`src/rtl/hazard_sched_unit_pkg.sv`:
```
// Shared types for the pipeline hazard/sequencing controller:
// scoreboard entry layout and EX forwarding-select encodings.
package hazard_sched_unit_pkg;

  localparam int REG_AW = 5;

  localparam logic [1:0] FWD_RF  = 2'b00;
  localparam logic [1:0] FWD_MEM = 2'b10;
  localparam logic [1:0] FWD_WB  = 2'b01;

  typedef struct packed {
    logic [REG_AW-1:0] rs1;
    logic [REG_AW-1:0] rs2;
    logic [REG_AW-1:0] rd;
    logic              regwrite;
    logic              memread;
  } sb_entry_t;

  // x0 is hardwired, so a write to it never produces a hazard.
  function automatic logic rd_hit(
    input logic              we,
    input logic [REG_AW-1:0] rd,
    input logic [REG_AW-1:0] src
  );
    return we && (rd != '0) && (rd == src);
  endfunction

endpackage

```
`src/rtl/hazard_sched_unit_fwd_select.sv`:
```
// EX operand forwarding select: one source register compared
// against the EX/MEM and MEM/WB scoreboard entries.
module hazard_sched_unit_fwd_select
  import hazard_sched_unit_pkg::*;
(
  input  logic [REG_AW-1:0] src,
  input  logic [REG_AW-1:0] mem_rd,
  input  logic              mem_we,
  input  logic [REG_AW-1:0] wb_rd,
  input  logic              wb_we,
  output logic [1:0]        sel
);

  logic hit_mem;
  logic hit_wb;

  // The younger result (EX/MEM) shadows the older one.
  assign hit_mem = rd_hit(mem_we, mem_rd, src);
  assign hit_wb  = rd_hit(wb_we, wb_rd, src) & ~hit_mem;

  always_comb begin
    sel = FWD_RF;
    unique case (1'b1)
      hit_mem: sel = FWD_MEM;
      hit_wb:  sel = FWD_WB;
      default: sel = FWD_RF;
    endcase
  end

endmodule

```
`src/rtl/hazard_sched_unit.sv`:
```
// Pipeline sequencing controller: shadow scoreboard of ID/EX,
// EX/MEM, MEM/WB tags driving stalls, flushes and forwarding.
module hazard_sched_unit #(
  parameter int REG_AW = hazard_sched_unit_pkg::REG_AW,
  parameter int CNT_W  = 16
) (
  input  logic              clk,
  input  logic              reset,
  input  logic [REG_AW-1:0] id_rs1,
  input  logic [REG_AW-1:0] id_rs2,
  input  logic [REG_AW-1:0] id_rd,
  input  logic              id_uses_rs1,
  input  logic              id_uses_rs2,
  input  logic              id_regwrite,
  input  logic              id_memread,
  input  logic              ex_redirect,
  input  logic              mem_busy,
  output logic              pc_write,
  output logic              ifid_write,
  output logic              ifid_flush,
  output logic              idex_bubble,
  output logic [1:0]        fwd_a,
  output logic [1:0]        fwd_b,
  output logic [CNT_W-1:0]  stall_cnt,
  output logic [CNT_W-1:0]  flush_cnt
);

  import hazard_sched_unit_pkg::*;

  sb_entry_t ex_q;
  sb_entry_t mem_q;
  sb_entry_t wb_q;
  sb_entry_t id_e;

  logic freeze;
  logic redirect;
  logic loaduse;
  logic stall;
  logic hit1;
  logic hit2;
  logic wb_unused;

  assign id_e = '{
    rs1:      id_rs1,
    rs2:      id_rs2,
    rd:       id_rd,
    regwrite: id_regwrite,
    memread:  id_memread
  };

  assign hit1 = id_uses_rs1
              & rd_hit(ex_q.memread, ex_q.rd, id_rs1);
  assign hit2 = id_uses_rs2
              & rd_hit(ex_q.memread, ex_q.rd, id_rs2);

  assign loaduse  = hit1 | hit2;
  assign freeze   = mem_busy;
  // A redirect squashes the ID instruction, so it also kills the stall.
  assign redirect = ex_redirect & ~freeze;
  assign stall    = loaduse & ~freeze & ~ex_redirect;

  always_comb begin
    pc_write    = 1'b1;
    ifid_write  = 1'b1;
    ifid_flush  = 1'b0;
    idex_bubble = 1'b0;
    unique case (1'b1)
      freeze: begin
        pc_write   = 1'b0;
        ifid_write = 1'b0;
      end
      redirect: begin
        ifid_flush  = 1'b1;
        idex_bubble = 1'b1;
      end
      stall: begin
        pc_write    = 1'b0;
        ifid_write  = 1'b0;
        idex_bubble = 1'b1;
      end
      default: ;
    endcase
  end

  always_ff @(posedge clk or posedge reset) begin
    if (reset) begin
      ex_q  <= '0;
      mem_q <= '0;
      wb_q  <= '0;
    end else if (!freeze) begin
      wb_q  <= mem_q;
      mem_q <= ex_q;
      ex_q  <= idex_bubble ? sb_entry_t'('0) : id_e;
    end
  end

  always_ff @(posedge clk or posedge reset) begin
    if (reset) begin
      stall_cnt <= '0;
      flush_cnt <= '0;
    end else begin
      if (freeze | stall) begin
        stall_cnt <= stall_cnt + 1'b1;
      end
      if (redirect) begin
        flush_cnt <= flush_cnt + 1'b1;
      end
    end
  end

  hazard_sched_unit_fwd_select u_fwd_a (
    .src    (ex_q.rs1),
    .mem_rd (mem_q.rd),
    .mem_we (mem_q.regwrite),
    .wb_rd  (wb_q.rd),
    .wb_we  (wb_q.regwrite),
    .sel    (fwd_a)
  );

  hazard_sched_unit_fwd_select u_fwd_b (
    .src    (ex_q.rs2),
    .mem_rd (mem_q.rd),
    .mem_we (mem_q.regwrite),
    .wb_rd  (wb_q.rd),
    .wb_we  (wb_q.regwrite),
    .sel    (fwd_b)
  );

  // wb keeps the full entry so the retiring tags stay observable.
  assign wb_unused = ^{wb_q.rs1, wb_q.rs2, wb_q.memread};

endmodule
```
`config.mk`:
```
export PLATFORM = sky130hd
export DESIGN_NAME = hazard_sched_unit
export DESIGN_NICKNAME = d
export VERILOG_FILES = /design/src/rtl/hazard_sched_unit_pkg.sv /design/src/rtl/hazard_sched_unit_fwd_select.sv /design/src/rtl/hazard_sched_unit.sv
export SDC_FILE = /design/constraint.sdc
export NUM_CORES = 1
export LEC_CHECK = 0
export CORE_ASPECT_RATIO = 0.7
export CORE_MARGIN = 5
export CORE_UTILIZATION = 36
export DETAILED_ROUTE_END_ITERATION = 8
export PLACE_DENSITY = 0.6
export SLEW_MARGIN = 20
export SYNTH_ARGS = -nofsm -noshare
export SYNTH_HDL_FRONTEND = slang
export SYNTH_HIERARCHICAL = 1
export SYNTH_SLANG_ARGS = --single-unit
```
`constraint.sdc`:
```
create_clock -name clk -period 2.64 [get_ports clk]
set_input_delay 0.528 -clock clk [delete_from_list [all_inputs] [get_ports clk]]
set_output_delay 0.528 -clock clk [all_outputs]
set_load 0.01 [all_outputs]
```
==> run_results.csv <==
group,metric,value,unit
finish,mostFrequentLayoutCell,"dfrtp_1",
sta,fin_crit_sh,95.97,%
finish,multi_input_area,0.001383,mm²
grt,overflow,0,
routing,drc_errors,0,
finish,drive_gt1_share,18.93,%
sta,fin_crit,2534,ps
synthesis,synth_top_area_share,52.03,%
clock_network,cts_buffers,9,
floorplanning,die_h,85.53,µm
synthesis,synth_cell_types,37,
finish,n_antenna_cell,0,
finish,final-seq-area,0.001533,mm²
clock_network,cts_sinks,61,
clock_network,ctsHoldBuffers,0,
grt,grt_max_degree,62,
sta,skew,9.675,ps
synthesis,synth_top_family_by_area,"XOR/XNOR gates",
synthesis,synth_edf_count,0,
sta,setup_violations,0,
clock_network,clkSlewWorstSetupHoldPaths,50,ps
placement,dpl.hpwl,4929,µm
floorplanning,num_rows,27,
grt,track_usage,14.41,%
power,p_seq_share,42.8,%
critical_path,cp-end-kind,"output pin",
finish,postLayoutCellArea,0.004091,mm²
routing,via_per_inst,4.888,
finish,syn2layout_area_growth,39.45,%
placement,place_area,0.003764,mm²
critical_path,crit_fanout,5,
floorplanning,dieArea,0.01008,mm²
synthesis,synthTopCellsByArea,"dfrtp_1 (52%), xnor2_1 (8.7%), xor2_1 (8.1%)",
finish,fin_cells,439,
power,powerDensity,767.1,mW/mm²
routing,highest_layer,"met4",
status,status,"finished, final reports clean",
synthesis,synth-seq-cells,61,
routing,wl_met1,3665,µm
synthesis,syn_nets,277,
grt,grt_pass1_wl,11650,µm
routing,drtIter0Drc,71,
finish,nFillCells,735,
synthesis,synthMuxAreaShare,5.373,%
clock_network,htree_levels,3,
synthesis,avgSynthCellArea,11.64,µm²
synthesis,syn_inst,252,
synthesis,synth-adder-area-share,0.8529,%
synthesis,yosys.area.top_type,"dfrtp_1",
critical_path,worstSetupPathType,"reg -> out",
routing,dr.pass1.iters,4,
floorplanning,die_w,117.9,µm
placement,portBuffers,62,
power,cellLeakagePower,1.812,nW
grt,grt_pass1_vias,2237,
critical_path,critPathRequiredTime,2110,ps
power,p_switching,0.9429,mW
flow_run,maxCapViolCount,0,
sta,tightest_slew,439.0,ps
sta,slew_violations,0,
floorplanning,initial_utilization,37.12,%
power,p_clk_share,33.2,%
clock_network,cts_buffer_depth,2,
critical_path,cp-start-kind,"register",
floorplanning,core_area,0.007905,mm²
routing,ant_nets,0,
placement,dp.cells,422,
worst_hold_path,hp-class,"reg -> reg",
sta,hold_viol_final,0,
clock_network,clock_tree.root_cell,"clkbuf_16",
power,total_power,3.139,mW
synthesis,yosysWarnings,6,
power,ir_drop,0.5808,mV
routing,wl_per_cell,15.77,µm
sta,rsz0062_at_grt,"false",
routing,met3_length,239,µm
synthesis,syn_area,0.002934,mm²
finish,final_cell_mix,"dfrtp_1 (56), clkdlybuf4s50_1 (49), xnor2_1 (29)",
clock_network,insertion_delay,320,ps
power,combPwrFrac,24.0,%
synthesis,synth_compound_area_share,8.401,%
critical_path,worstPathArrival,2010,ps
synthesis,synth_xor_area_share,16.72,%
floorplanning,num_io_pins,63,
synthesis,ys_seq_area_share,52.03,%
routing,vias,2146,
synthesis,synthSimpleGateAreaFrac,14.54,%
power,p_int,2.196,mW
sta,max_clock_freq,394.7,MHz
placement,gp_congestion,0.8449,
synthesis,synth_ff_type,"dfrtp_1",
routing,wl_met2,2932,µm
finish,layout.nets,359,
routing,wirelength,6925,µm
finish,utilization,51.76,%
clock_network,cts_tree,"yes",
sta,relSlewSlack,70.66,%
power,p_sw_share,30.04,%
synthesis,async_flop_share,100.0,%
grt,antenna_found_initial,0,
[worst max-delay path, cell delays in order, from the launching register on]
cell and delay, ps:
dfrtp_2 460, xor2_1 200, nor4_2 390, a32oi_2 100, o31a_1 360, buf_2 170
[synthesized netlist by cell type (all sizes together) (3+ instances only)]
cell type,n
a22o,17
nor2,18
nor3,10
buf,3
nand2,14
nand3,11
clkbuf,5
inv,4
xnor2,29
dfrtp,61
nor4,6
nand4,9
xor2,27
mux2,14
or2,3
[routing by layer]
| layer | track usage (%) | vias to the layer above |
|---|---|---|
| li1 | - | 1056 |
| met1 | 20.99 | 1041 |
| met2 | 20.23 | 38 |
| met3 | 4.746 | 11 |
| met4 | 4.479 | 0 |
| met5 | 0 | - |
[power groups by stage]
stage	sequential (mW)	combinational [mW]	clock [mW]
finish	1.34	0.754	1.04
floorplan	1.34	0.346	0
global placement	1.35	0.739	0
CTS	1.34	0.757	1.07
global route	1.38	0.825	1.11
detailed placement	1.35	0.751	0
[worst paths after layout]
path / slack (ps) / cells past startpoint / endpoint / from
max in group asynchronous: 1770 / 3 / mem_q[3] / reset
min in group asynchronous: 570 / 3 / stall_cnt[10] / reset
max reg2reg: 340 / 8 / ex_q[1] / ex_q[5]
min: 470 / 1 / flush_cnt[15] / flush_cnt[15]
max: 110 / 5 / pc_write / ex_q[2]
min reg2reg: 470 / 1 / flush_cnt[15] / flush_cnt[15]
[cell families after synthesis]
logic type,Yosys count
AND/OR/NAND/NOR,79
flip-flops,61
XOR/XNOR,56
AO/OA/AOI/OAI,27
multiplexers,14
buffers and inverters,13
adder cells (fa/ha/maj),2
[area by class of cell]
class	instances	share of cell area (%)
Timing Repair Buffer	79	18.65
Inverter	5	0.4587
Tap cell	101	3.089
Clock buffer	11	5.933
Multi-Input combinational cell	178	33.79
Clock inverter	4	0.6116
Sequential cell	61	37.46
[state kept, by name (all words and copies together), names as in the netlist]
register,flops
wb_q,6
ex_q,17
flush_cnt,16
mem_q,6
stall_cnt,16
[through the flow]
step	setup TNS, ps	setup WS [ps]	hold WS (ps)
detailed placement	-1862	-400.1	463.0
finish	0	106.4	471.7
global placement	-1701	-396.0	458.6
CTS	-4.651	-4.651	475.3
global route	0	32.40	489.7
floorplan	0	374.1	475.2
[what timing repair did]
item	in CTS	in global routing
setup endpoints to repair	5	21
resized for setup	18	14
cloned	0	0
setup buffers	1	1
pin swaps	5	6
No activity file was read; power rests on OpenSTA's default activity.
